`src/rtl/fetch_queue.sv`:
```
// Instruction fetch stage: owns the PC, issues one-outstanding imem fetches and
// queues {instruction, pc} pairs for decode. `define FETCH_PERF_EN adds perf counters.
module fetch_queue #(
  parameter int unsigned     PC_W     = 8,
  parameter int unsigned     DEPTH    = 2,
  parameter logic [PC_W-1:0] RESET_PC = '0
) (
  input  logic            clk,
  input  logic            rst,
  output logic            imem_req,
  output logic [PC_W-1:0] imem_addr,
  input  logic            imem_gnt,
  input  logic            imem_rvalid,
  input  logic [31:0]     imem_rdata,
  input  logic            redirect_valid,
  input  logic [PC_W-1:0] redirect_pc,
  output logic            inst_valid,
  input  logic            inst_ready,
  output logic [31:0]     inst_data,
  output logic [PC_W-1:0] inst_pc
`ifdef FETCH_PERF_EN
  ,
  output logic [31:0]     perf_bubble_cnt,
  output logic [31:0]     perf_flush_cnt
`endif
);

  localparam int unsigned AW = (DEPTH > 1) ? $clog2(DEPTH) : 1;
  localparam int unsigned CW = AW + 1;

  typedef enum logic [1:0] {IDLE, WAIT, DISCARD} state_t;

  state_t            state_q, state_d;
  logic [PC_W-1:0]   fetch_pc, req_pc;
  logic [CW-1:0]     count;
  logic [AW-1:0]     rd_ptr, wr_ptr;
  logic [31:0]       mem_data [DEPTH];
  logic [PC_W-1:0]   mem_pc   [DEPTH];
  logic              push, pop, fire;

  assign imem_addr  = fetch_pc;
  assign inst_valid = (count != '0);
  assign inst_data  = mem_data[rd_ptr];
  assign inst_pc    = mem_pc[rd_ptr];
  assign pop        = inst_valid && inst_ready;
  assign fire       = imem_req && imem_gnt;

  always_ff @(posedge clk or posedge rst) begin
    if (rst) state_q <= IDLE;
    else     state_q <= state_d;
  end

  // Requests are gated by free slots, so a returning response always fits.
  always_comb begin
    state_d  = state_q;
    imem_req = 1'b0;
    push     = 1'b0;
    unique case (state_q)
      IDLE: begin
        imem_req = !rst && (count < CW'(DEPTH)) && !redirect_valid;
        if (imem_req && imem_gnt) state_d = WAIT;
      end
      WAIT: begin
        if (imem_rvalid) begin
          state_d = IDLE;
          push    = !redirect_valid;
        end else if (redirect_valid) begin
          state_d = DISCARD;
        end
      end
      DISCARD: begin
        if (imem_rvalid) state_d = IDLE;
      end
      default: state_d = IDLE;
    endcase
  end

  always_ff @(posedge clk or posedge rst) begin
    if (rst) begin
      fetch_pc <= RESET_PC;
      req_pc   <= '0;
      count    <= '0;
      rd_ptr   <= '0;
      wr_ptr   <= '0;
      for (int unsigned i = 0; i < DEPTH; i++) begin
        mem_data[i] <= '0;
        mem_pc[i]   <= '0;
      end
    end else begin
      if (redirect_valid)  fetch_pc <= {redirect_pc[PC_W-1:2], 2'b00};
      else if (fire)       fetch_pc <= fetch_pc + PC_W'(4);
      if (fire) req_pc <= fetch_pc;
      if (push) begin
        mem_data[wr_ptr] <= imem_rdata;
        mem_pc[wr_ptr]   <= req_pc;
      end
      // A flush wins over any same-cycle pop; the popped head is simply gone.
      if (redirect_valid) begin
        count  <= '0;
        rd_ptr <= '0;
        wr_ptr <= '0;
      end else begin
        if (push) wr_ptr <= wr_ptr + AW'(1);
        if (pop)  rd_ptr <= rd_ptr + AW'(1);
        if (push && !pop)      count <= count + CW'(1);
        else if (pop && !push) count <= count - CW'(1);
      end
    end
  end

`ifdef FETCH_PERF_EN
  always_ff @(posedge clk or posedge rst) begin
    if (rst) begin
      perf_bubble_cnt <= '0;
      perf_flush_cnt  <= '0;
    end else begin
      if (inst_ready && !inst_valid && (perf_bubble_cnt != '1))
        perf_bubble_cnt <= perf_bubble_cnt + 32'd1;
      if (redirect_valid && (perf_flush_cnt != '1))
        perf_flush_cnt <= perf_flush_cnt + 32'd1;
    end
  end
`endif

endmodule

```
`config.mk`:
```
export PLATFORM = sky130hd
export DESIGN_NAME = fetch_queue
export DESIGN_NICKNAME = d
export VERILOG_FILES = /design/src/rtl/fetch_queue.sv
export SDC_FILE = /design/constraint.sdc
export NUM_CORES = 1
export LEC_CHECK = 0
export BUFFER_PORTS_ARGS = -buffer_cell sky130_fd_sc_hd__clkbuf_2
export CORE_MARGIN = 5
export CORE_UTILIZATION = 27
export CTS_BUF_LIST = sky130_fd_sc_hd__clkbuf_8
export DETAILED_ROUTE_END_ITERATION = 16
export GPL_ROUTABILITY_DRIVEN = 0
export PLACE_DENSITY = 0.46
export SYNTH_ARGS = -nofsm -noshare
export SYNTH_HDL_FRONTEND = slang
export SYNTH_SLANG_ARGS = --single-unit
```
`constraint.sdc`:
```
create_clock -name clk -period 3 [get_ports clk]
set_input_delay 0.15 -clock clk [delete_from_list [all_inputs] [get_ports clk]]
set_output_delay 0.15 -clock clk [all_outputs]
set_load 0.01 [all_outputs]
```
==> impl_metrics.toml <==
[run_status]
outcome = "complete, no violations"

[yosys]
ys_top_cells_by_count = "dfrtp_1, mux2_2, nand2_1"
synth_top_cell_area_share_pct = 54.4
synth-edff-count = 0
netlist_instances = 303
ys.flop_type = "dfrtp_1"
synth_seq_cells = 94
synth_seq_area_share_pct = 54.4
synthArstFlopShare_pct = 100
yosys-top-cells-area = "dfrtp_1, mux2_2, mux2_4, nand2_1, buf_6"
avgSynthCellArea_sq_um = 14.3
yosysTopAreaCell = "dfrtp_1"
yosysWarnings = 0
synth.cell_area_sq_mm = 0.00432
synth_cell_types = 40

[clock_tree]
cts-hold-fix-buffers = 22
cts_setup_buffers = 0
cts_sinks = 94
clk_pin_slew_ns = 0.09
cts_root_buffer = "clkbuf_8"
clock_path_buffers = 2
htree_levels = 3
clk_latency_ns = 0.36
cts_tree = "done"
cts_resized = 0
cts_buffers = 9

[sta]
max_freq_mhz = 492
hold_viol = 0
fin_crit_sh_pct = 67.8
worst_slew_pin_slew_ns = 1.02
max-slew-margin-rel_pct = 32.2
finalCriticalPeriod_ns = 2.03
skew_ns = 0.00791
setup_viol = 0
fin_ws_ns = 0.967
hold_slack_ns = 0.0347
slew_violations = 0
setup_tns_ns = 0
rsz0062_at_grt = "false"

[setup_path]
worstPathMaxFanout = 21
worst-path-buf-inv = 2
cpMaxStageDelayCell = "dfrtp_2"
critPathRequiredTime_ns = 2.85
critical_path.top_delay_family = "flip-flops"
slowest_delay_ns = 0.76
cp.arrival_ns = 1.88
critical_path_class = "reg -> out"
path_cells = "buf_12 > mux2_2 > clkbuf_2"
start_kind = "flop"
endpoint_kind = "output pin"

[final_layout]
antenna_cells = 0
layout.cells.non_filler = 633
seq_area_sq_mm = 0.00235
drive_above_1_share_pct = 54.9
synthToLayoutAreaGrowth_pct = 24.6
finalNetCount = 461
final_core_util_pct = 34.1
fillers = 1631
multi_input_area_sq_mm = 0.00183

[floorplan]
dieArea_sq_mm = 0.0186
start_util_pct = 27.4
fp-row-count = 46
dieWidth_microns = 137
core_area_sq_mm = 0.0158
ios = 96
die_y_microns = 137

[route]
vias = 2729
vias_per_cell = 4.31
firstDrtPassIters = 4
drt-initial-drc-count = 79
drtAntennaViolNets = 0
wirelength_microns = 9350
drcViolationCount = 0
wl_per_cell_microns = 14.8

[job]
drv_cap = 0

[pwr]
ir_drop_mv = 0.236
power.leakage_nw = 2.66
p_per_area_mw_per_mm2 = 596

[global_routing]
grt_pass1_vias = 2943
grt_pass1_wl_microns = 15500
grt_antenna_before_repair = 0
grt_max_degree = 81
grt_usage_pct = 10.8
overflow = 0

[place]
detailed_place_hpwl_microns = 6020
place_ws_ns = 1.03
portBuffers = 89
place_inst = 595

[min_path]
hold_class = "in -> reg"
==> stage by stage <==
step | total power, W | cell area [sq um]
after floorplan | 0.00211 | 4330
after global placement | 0.00239 | 4960
after detailed placement | 0.00242 | 4960
after CTS | 0.00329 | 5370
after global routing | 0.00343 | 5390
final | 0.00321 | 5390
==> power breakdown <==
part | leakage [nW] | switching, W | internal, W | total (W)
sequential | 1.23 | 0.000122 | 0.00148 | 0.00161
clock | 0.101 | 0.000419 | 0.000392 | 0.000811
combinational | 1.33 | 0.000343 | 0.000449 | 0.000791
==> path summary, 6_finish.rpt <==
| path | cells past startpoint | slack (ns) | start | to |
|---|---|---|---|---|
| setup / recovery | 3 | 0.97 | rd_ptr$_DFFE_PP0P_ | inst_data[6] |
| hold / removal | 2 | 0.03 | imem_rdata[9] | mem_data[9]$_DFFE_PP0P_ |
| setup reg to reg | 5 | 1.08 | state_q[1]$_DFFE_PP0P_ | mem_data[23]$_DFFE_PP0P_ |
| hold reg to reg | 2 | 0.51 | req_pc[4]$_DFFE_PP0P_ | req_pc[4]$_DFFE_PP0P_ |
| max in group asynchronous | 3 | 2.13 | rst | mem_data[60]$_DFFE_PP0P_ |
| min in group asynchronous | 2 | 0.08 | rst | count[0]$_DFFE_PP0P_ |
==> area by class of cell <==
class,instances,share of cell area [%]
clock inverters,4,0.790
well taps,216,5.02
inverters,2,0.186
clock buffers,10,2.56
repair buffers,117,13.8
multi-input cells,190,34.0
flip-flops and latches,94,43.7
==> routing by layer <==
layer | vias up | share of wire (%) | global-route usage [%]
met2 | 72 | 45 | 16.3
met1 | 1360 | 47 | 14.6
li1 | 1283 | - | -
met4 | 0 | 1.5 | 3.86
met3 | 14 | 6.5 | 3.64
met5 | - | 0 | 0
==> sequential cells by signal (all words and copies together), names as in the netlist <==
signal	flops
rd_ptr	1
mem_pc	12
imem_addr	6
wr_ptr	1
count	2
state_q	2
req_pc	6
mem_data	64
==> cells in the final DEF (no fill, tap or decap), drive strengths merged, types with 2 or more instances in the layout <==
cell and n:
a21oi 4, a221o 3, a22oi 2, buf 4, clkbuf 99, conb 4, dfrtp 94, dlygate4sd3 24
inv 4, mux2 114, nand2 23, nand3 3, nand3b 2, nor2 7, nor2b 3, nor3 3
o21ai 3, xor2 3
==> kinds of logic after synthesis <==
family                   count (synthesis)  synth area share, %
multiplexers                           115                 31.7
flip-flops                              94                 54.4
AND/OR/NAND/NOR                         48                 5.99
buffers and inverters                   22                 3.70
AO/OA/AOI/OAI                           18                 3.04
XOR/XNOR                                 4                0.811
adder cells (fa/ha/maj)                  1                0.289
other                                    1               0.0867
Note: power is estimated with default switching activity, not from simulation.
